### src/rtl/seg_scan_if.sv
// Multiplexed 7-segment bus in, reconstructed BCD frame out.
// Master drives the display lines; slave is the scan decoder.
interface seg_scan_if #(
  parameter int DIGITS = 4
);
  logic [6:0]          seg_in;
  logic [DIGITS-1:0]   an_in;
  logic [4*DIGITS-1:0] digits_out;
  logic [DIGITS-1:0]   blank_out;
  logic                frame_valid;
  logic                frame_err;

  modport master (
    output seg_in, an_in,
    input  digits_out, blank_out,
    input  frame_valid, frame_err
  );

  modport slave (
    input  seg_in, an_in,
    output digits_out, blank_out,
    output frame_valid, frame_err
  );
endinterface

### src/rtl/seg_scan_decoder.sv
// Recovers BCD digits from a scanned 7-segment bus.
// Optional SEG_SCAN_ERR_CNT_EN adds a saturating invalid-pattern counter.
module seg_scan_decoder #(
  parameter int DIGITS        = 4,
  parameter int STABLE_CYCLES = 4
) (
  input  logic       clk,
  input  logic       rst_n,
  seg_scan_if.slave  bus
`ifdef SEG_SCAN_ERR_CNT_EN
  ,
  output logic [7:0] err_cnt
`endif
);
  localparam int CW = $clog2(STABLE_CYCLES + 1);
  localparam int SW = DIGITS + 7;
  localparam int IW = (DIGITS > 1) ? $clog2(DIGITS) : 1;
  localparam logic [CW-1:0] CMAX  = CW'(STABLE_CYCLES);
  localparam logic [CW-1:0] CLAST = CW'(STABLE_CYCLES - 1);

  logic [SW-1:0]          w_new;
  logic [SW-1:0]          r_samp;
  logic [CW-1:0]          r_cnt;
  logic                   w_eq;
  logic                   w_commit;
  logic [DIGITS-1:0]      w_an;
  logic [6:0]             w_seg;
  logic                   w_onehot;
  logic [IW-1:0]          w_idx;
  logic [3:0]             w_val;
  logic                   w_blk;
  logic                   w_inv;
  logic                   w_wr;
  logic [DIGITS-1:0]      w_set;
  logic                   w_full;
  logic [DIGITS-1:0]      r_seen;
  logic                   r_ferr;
  logic [DIGITS-1:0][3:0] r_shd;
  logic [DIGITS-1:0]      r_shb;
  logic [DIGITS-1:0][3:0] r_dig;
  logic [DIGITS-1:0]      r_blk;
  logic                   r_fv;
  logic                   r_fe;

  assign w_new    = {bus.an_in, bus.seg_in};
  assign w_eq     = (w_new == r_samp);
  // Fires once, on the increment that reaches STABLE_CYCLES
  assign w_commit = w_eq && (r_cnt == CLAST);
  assign w_an     = r_samp[SW-1:7];
  assign w_seg    = r_samp[6:0];
  assign w_onehot = (w_an != '0) &&
                    ((w_an & (w_an - DIGITS'(1))) == '0);
  assign w_wr     = w_commit && w_onehot;
  assign w_set    = w_wr ? (DIGITS'(1) << w_idx) : '0;
  assign w_full   = &r_seen;

  always_comb begin
    w_idx = '0;
    for (int i = 0; i < DIGITS; i++)
      if (w_an[i]) w_idx = IW'(i);
  end

  always_comb begin
    w_val = 4'hF;
    w_inv = 1'b1;
    w_blk = 1'b0;
    case (w_seg)
      7'h3F: begin w_val = 4'd0; w_inv = 1'b0; end
      7'h06: begin w_val = 4'd1; w_inv = 1'b0; end
      7'h5B: begin w_val = 4'd2; w_inv = 1'b0; end
      7'h4F: begin w_val = 4'd3; w_inv = 1'b0; end
      7'h66: begin w_val = 4'd4; w_inv = 1'b0; end
      7'h6D: begin w_val = 4'd5; w_inv = 1'b0; end
      7'h7D: begin w_val = 4'd6; w_inv = 1'b0; end
      7'h07: begin w_val = 4'd7; w_inv = 1'b0; end
      7'h7F: begin w_val = 4'd8; w_inv = 1'b0; end
      7'h67: begin w_val = 4'd9; w_inv = 1'b0; end
      7'h00: begin
        w_val = 4'd0;
        w_inv = 1'b0;
        w_blk = 1'b1;
      end
      default: ;
    endcase
  end

  always_ff @(posedge clk or negedge rst_n) begin
    if (!rst_n) begin
      r_samp <= '0;
      r_cnt  <= '0;
    end else begin
      r_samp <= w_new;
      if (!w_eq)
        r_cnt <= '0;
      else if (r_cnt != CMAX)
        r_cnt <= r_cnt + CW'(1);
    end
  end

  always_ff @(posedge clk or negedge rst_n) begin
    if (!rst_n) begin
      r_shd <= '0;
      r_shb <= '0;
    end else if (w_wr) begin
      r_shd[w_idx] <= w_val;
      r_shb[w_idx] <= w_blk;
    end
  end

  // A commit on the publishing edge starts the next frame
  always_ff @(posedge clk or negedge rst_n) begin
    if (!rst_n) begin
      r_seen <= '0;
      r_ferr <= 1'b0;
      r_dig  <= '0;
      r_blk  <= '1;
      r_fv   <= 1'b0;
      r_fe   <= 1'b0;
    end else if (w_full) begin
      r_seen <= w_set;
      r_ferr <= w_wr & w_inv;
      r_dig  <= r_shd;
      r_blk  <= r_shb;
      r_fv   <= 1'b1;
      r_fe   <= r_ferr;
    end else begin
      r_seen <= r_seen | w_set;
      r_ferr <= r_ferr | (w_wr & w_inv);
      r_fv   <= 1'b0;
      r_fe   <= 1'b0;
    end
  end

`ifdef SEG_SCAN_ERR_CNT_EN
  logic [7:0] r_ecnt;

  always_ff @(posedge clk or negedge rst_n) begin
    if (!rst_n)
      r_ecnt <= '0;
    else if (w_wr && w_inv && r_ecnt != 8'hFF)
      r_ecnt <= r_ecnt + 8'd1;
  end

  assign err_cnt = r_ecnt;
`endif

  assign bus.digits_out  = r_dig;
  assign bus.blank_out   = r_blk;
  assign bus.frame_valid = r_fv;
  assign bus.frame_err   = r_fe;
endmodule

### src/flat_wrapper.sv
// flat-port wrapper written by rule: the top's interface ports become plain ports
module seg_scan_decoder_flat 
#(
  parameter int DIGITS        = 4,
  parameter int STABLE_CYCLES = 4
)
  (clk, rst_n, bus_seg_in, bus_an_in, bus_digits_out, bus_blank_out, bus_frame_valid, bus_frame_err);
  seg_scan_if #(.DIGITS(DIGITS)) bus_i ();
  input  logic clk;
  input  logic rst_n;
  input wire logic [$bits(bus_i.seg_in)-1:0] bus_seg_in;
  input wire logic [$bits(bus_i.an_in)-1:0] bus_an_in;
  output wire logic [$bits(bus_i.digits_out)-1:0] bus_digits_out;
  output wire logic [$bits(bus_i.blank_out)-1:0] bus_blank_out;
  output wire logic [$bits(bus_i.frame_valid)-1:0] bus_frame_valid;
  output wire logic [$bits(bus_i.frame_err)-1:0] bus_frame_err;
  assign bus_i.seg_in = bus_seg_in;
  assign bus_i.an_in = bus_an_in;
  assign bus_digits_out = bus_i.digits_out;
  assign bus_blank_out = bus_i.blank_out;
  assign bus_frame_valid = bus_i.frame_valid;
  assign bus_frame_err = bus_i.frame_err;
  seg_scan_decoder #(.DIGITS(DIGITS), .STABLE_CYCLES(STABLE_CYCLES)) u_core (.clk(clk), .rst_n(rst_n), .bus(bus_i));
endmodule
### config.mk
export PLATFORM = sky130hd
export DESIGN_NAME = seg_scan_decoder_flat
export DESIGN_NICKNAME = d
export VERILOG_FILES = /design/src/rtl/seg_scan_if.sv /design/src/rtl/seg_scan_decoder.sv /design/src/flat_wrapper.sv
export SDC_FILE = /design/constraint.sdc
export NUM_CORES = 1
export LEC_CHECK = 0
export CAP_MARGIN = 20
export CORE_ASPECT_RATIO = 1.4
export CORE_MARGIN = 2
export CORE_UTILIZATION = 59
export DETAILED_ROUTE_END_ITERATION = 6
export PLACE_DENSITY_LB_ADDON = 0.15
export SLEW_MARGIN = 20
export SYNTH_ARGS = -nofsm -noshare
export SYNTH_HDL_FRONTEND = slang
export SYNTH_SLANG_ARGS = --single-unit
### constraint.sdc
create_clock -name clk -period 4.3 [get_ports clk]
set_input_delay 0.645 -clock clk [delete_from_list [all_inputs] [get_ports clk]]
set_output_delay 0.645 -clock clk [all_outputs]
set_load 0.1 [all_outputs]
# Yosys cells after proc, flatten, opt, wreduce, memory -nomap -nowiden
# Index checks and enable logic that the tools add are counted.
[totals] out_inout_bits=22 wordCells=68 in_bits=13 regBits=61
[classes] addsub=2 n_lt_le_gt_ge=2 muxes=19 eq_ne=14 n_bitwise=4 shifts=1 reduce_logical=10
[op_table] cell="equality test 7 bit, second input constant" count=7
[op_table] cell="case mux 4 bit (10 select lines)" count=1
[op_table] cell="bitwise mux 16 bit" count=1
[op_table] cell="equality test 7 x 3 -> 1 bit, second input constant" count=2
[op_table] cell="2-to-1 mux 4 bit" count=3
[op_table] cell="equality test 11 bit" count=1
[op_table] cell="OR reduction 11 bit" count=1
[op_table] cell="demux 4 bit (select 2 bit)" count=1
[op_table] cell="equality test 7 x 6 -> 1 bit, second input constant" count=1
[op_table] cell="logical NOT 7 bit" count=1
[op_table] cell="2-to-1 mux 1 bit" count=7
[op_table] cell="2-to-1 mux 3 bit" count=2
[op_table] cell="AND 4 bit" count=1
[op_table] cell="bitwise mux 4 bit" count=1
[op_table] cell="logical AND 1 bit" count=4
[op_table] cell="logical NOT 4 bit" count=1
[op_table] cell="2-to-1 mux 2 bit" count=2
[op_table] cell="OR 4 bit" count=1
[op_table] cell="AND reduction 4 bit" count=1
[op_table] cell="nonzero test 4 bit" count=1
[op_table] cell="left shift 1 x 2 -> 4 bit, first input constant" count=1
[op_table] cell="subtractor 4 x 1 -> 4 bit, second input constant" count=1
[op_table] cell="adder 3 x 1 -> 3 bit, second input constant" count=1
[op_table] cell="equality test 3 x 2 -> 1 bit, second input constant" count=1
[op_table] cell="other kinds (8)" count=8

# Logic depth before layout (Yosys ltp)
[logic_depth] ltp_word=8 ltp_mapped=7 ltp_nobuf=5

# Worst setup path after synthesis
# Ideal clock, no wire load.
[synth_path] path_type="input-to-reg" start="input bus_seg_in[2]" end="register u_core.r_shd[10] (netlist bit)" path_buffers=0 setup_ps=125 stages=5 required_ps=4175 setup_slack_ps=2032 arrival_ps=2143 path_cell_list="xor2_1 > nor4_4 > nand4_4 > nor4b_4 > mux2_4"
[synth_between] elab_chain_len=3
[synth_lines] element="start, declared" line="flat_wrapper.sv:11" text="input wire logic [$bits(bus_i.seg_in)-1:0] bus_seg_in;"
[synth_lines] element="equality test 11 bit" line="seg_scan_decoder.sv:46" text="assign w_eq = (w_new == r_samp);"
[synth_lines] element="logical AND 1 bit" line="seg_scan_decoder.sv:48" text="assign w_commit = w_eq && (r_cnt == CLAST);"
[synth_lines] element="logical AND 1 bit" line="seg_scan_decoder.sv:53" text="assign w_wr = w_commit && w_onehot;"
[synth_lines] element="end signal, assigned by index" line="seg_scan_decoder.sv:105" text="r_shd[w_idx] <= w_val;"
[synth_lines] element="end, declared" line="seg_scan_decoder.sv:38" text="logic [DIGITS-1:0][3:0] r_shd;"
# Every way passes these cells.
# A chain may end at the register's enable or synchronous reset.

# Worst setup path after layout
[layout_path] start="register u_core.r_blk[1], in the netlist u_core.bus.blank_out[1]" end="output bus_blank_out[1]"
[layout_rtl] element="start, declared" line="seg_scan_decoder.sv:41" text="logic [DIGITS-1:0] r_blk;"
[layout_rtl] element="start signal, assigned" line="seg_scan_decoder.sv:123" text="r_blk <= r_shb;"
[layout_rtl] element="end, declared" line="flat_wrapper.sv:14" text="output wire logic [$bits(bus_i.blank_out)-1:0] bus_blank_out;"
# No word-level cell between the ends.

==> impl_metrics.ini <==
[grt]
grt_pass1_wl_um = 8507
use_met3_pct = 5.945
grt_pass1_vias = 1776
antenna_found_initial = 0
busiest_layer = met2
grt_overflow = 0
globalRouteTotalUtil_pct = 22.88
grt_max_degree = 62
met2_usage_pct = 35.02
use_met1_pct = 29.05

[route]
vias = 1896
antenna_left = 0
wl_um = 5081
drt-initial-drc-count = 138
drc_errors = 0
firstDrtPassIters = 4
viasPerCell = 5.448
post_drt_wl_per_cell_um = 14.60

[final_layout]
drive_gt1_share_pct = 11.19
n_antenna_cell = 0
stdcell_count = 348
area.growth.synth_to_final_pct = 20.35
nFillCells = 338
multi_input_area_sq_um = 1066
ff_latch_area_sq_um = 1531
final_nets = 297

[die]
dieWidth_um = 61.76
rows = 29
die_area_sq_um = 5240
start_util_pct = 61.23
core_sq_um = 4499
die_height_um = 84.86
ios = 35

[worst_setup_path]
endpoint = bus_blank_out[1]
required_ns = 3.65
cp_data_arrival_time_ns = 2.00
start_kind = register
worst-r2r-setup-slack_ns = 1.87
crit_family = buffers and inverters
path_buf_inv = 1
cpMaxStageDelayCell = clkdlybuf4s50_1
end_kind = output port
reg2reg_depth = 5
r2r-end = u_core.r_shd[14]
crit_path_start = u_core.bus.blank_out[1]
r2r-start = u_core.r_samp[3]
path_depth = 1
slowest_delay_ns = 1.13
worstPathMaxFanout = 2
critPathKind = register to output port
worstPathCellList = clkdlybuf4s50_1

[cts]
numClockSinks = 61
cts-buffers-inserted = 9
postCtsSetupRepairBufs = 0
cts_hold_buf = 0
path_clk_slew_ns = 0.07
htreeDepth = 3
max-clock-path-buffers = 2
cts_tree = done
cts_resized = 0
insertion_delay_ns = 0.34
ctsRootBufferMaster = clkbuf_8

[sta]
setup_viol = 0
max_clock_freq_mhz = 377.4
period_needed_ns = 2.650
setup_tns_ns = 0
fin_skew_ns = 0.006678
finalCritPeriodShare_pct = 61.62
drv_slew = 0
maxSlewHeadroom_pct = 35.16
tightest_slew_ns = 0.9695
rsz0062_at_grt = no
finalHoldViolCount = 0

[logic_synthesis]
synth_area_leader_cell = dfrtp_1
syn_area_sq_um = 2755
synth-async-reset-ratio_pct = 100.0
synthFlopType = dfrtp_1
avgSynthCellArea_sq_um = 11.15
synth_warnings = 0
post-synth-top-count-cell = dfrtp_1
syn-instance-count = 247
yosysTopAreaCellShare_pct = 51.77
ys_top_cells_by_area = dfrtp_1 52%, mux2i_1 5.8%, nand2_1 5.7%
synth_edf_count = 0
syn_nets = 263
ys_top_cells_by_count = 57 x dfrtp_1, 42 x nand2_1, 20 x inv_1, 18 x o21ai_0, 16 x mux2i_1
synth-seq-cells = 61
yosysSeqAreaShare_pct = 55.59
ys_types = 46

[placement]
port_buffers = 34
gp_congestion = 0.7971
dp_hpwl_um = 3541
placed_cells = 332

[hold_path]
min_path_type = input port to asynchronous set/reset pin

[pwr]
ir_drop_uv = 254.6
p_per_area_nw_per_um2 = 363.6
p_leak_nw = 1.570

[status]
outcome = finished, final reports clean

[run]
drv_cap = 0
## logic make-up after synthesis
group                    count (synthesis)  share of synthesized area (%)
AO/OA/AOI/OAI                           39                          8.765
XOR/XNOR                                15                          5.041
adder cells (fa/ha/maj)                  3                          1.363
buffers and inverters                   33                          5.722
flip-flops                              61                          55.59
multiplexers                            20                          7.720
AND/OR/NAND/NOR                         76                          15.80
## worst register-to-register path, cell delays in order (launching register included)
cell	delay, ns
dfrtp_1	0.52
xor2_1	0.20
nor3_1	0.45
nand4_4	0.21
nor4b_4	0.55
mux2_2	0.40
## routing by layer
metal  wire, um  share of wire, %  up-vias
met3        205               4.0       16
li1           -                 -      895
met4        131               2.6        0
met2       2634                52       56
met5          0                 0        -
met1       2109                42      929
## sequential cells by signal, indices dropped and copies added, names as in the netlist
register / flops
u_core.bus.frame_err: 1
u_core.r_samp: 11
u_core.bus.blank_out: 4
u_core.r_shb: 4
u_core.r_shd: 16
u_core.bus.frame_valid: 1
u_core.r_cnt: 3
u_core.r_seen: 4
u_core.bus.digits_out: 16
u_core.r_ferr: 1
## cells in the final DEF, fill, tap and decap left out, types with 4 or more instances in the layout
master / n
dfrtp_1: 57
nand2_1: 42
clkdlybuf4s50_1: 33
inv_1: 20
o21ai_0: 18
mux2i_1: 16
xor2_1: 11
clkbuf_8: 9
nor2_1: 7
a21oi_1: 6
dfstp_2: 4
## worst min-delay path by stage
stage                                  startpoint                        to  slack (ns)  cells past startpoint
after floorplan                             rst_n  u_core.bus.digits_out[0]        0.35                      0
after global placement           u_core.r_seen[0]          u_core.r_seen[0]        0.45                      2
after detailed placement         u_core.r_seen[0]          u_core.r_seen[0]        0.46                      2
after CTS                                   rst_n  u_core.bus.digits_out[7]        0.47                      2
after global routing      u_core.bus.blank_out[1]   u_core.bus.blank_out[1]        0.50                      2
final                                       rst_n  u_core.bus.digits_out[7]        0.44                      2
## through the flow
| step | power (mW) | util [%] | hold slack, ns | area (sq um) | setup WS, ns |
|---|---|---|---|---|---|
| global route | 1.246 | 73.69 | 0.4994 | 3316 | 1.587 |
| detailed placement | 0.6633 | 68.91 | 0.4646 | 3100 | 1.291 |
| floorplan | 0.6354 | - | 0.3494 | 2755 | 2.032 |
| global placement | 0.6619 | 68.91 | 0.4498 | 3100 | 1.341 |
| CTS | 1.214 | 73.69 | 0.4737 | 3316 | 1.638 |
| finish | 1.206 | 73.69 | 0.4432 | 3316 | 1.650 |
## cell type report
class | instances | area share [%]
Clock inverter | 6 | 2.642
Inverter | 20 | 2.264
Clock buffer | 10 | 3.849
Sequential cell | 61 | 46.19
Timing Repair Buffer | 36 | 10.57
Tap cell | 62 | 2.340
Multi-Input combinational cell | 153 | 32.15
## report_power, final
group | total [mW] | switching [mW] | internal (mW) | leakage (nW)
registers | 0.592 | 0.0132 | 0.579 | 0.713
logic | 0.0594 | 0.0336 | 0.0258 | 0.758
clock network | 0.554 | 0.229 | 0.325 | 0.0985
Note: power is estimated with default switching activity, not from simulation.
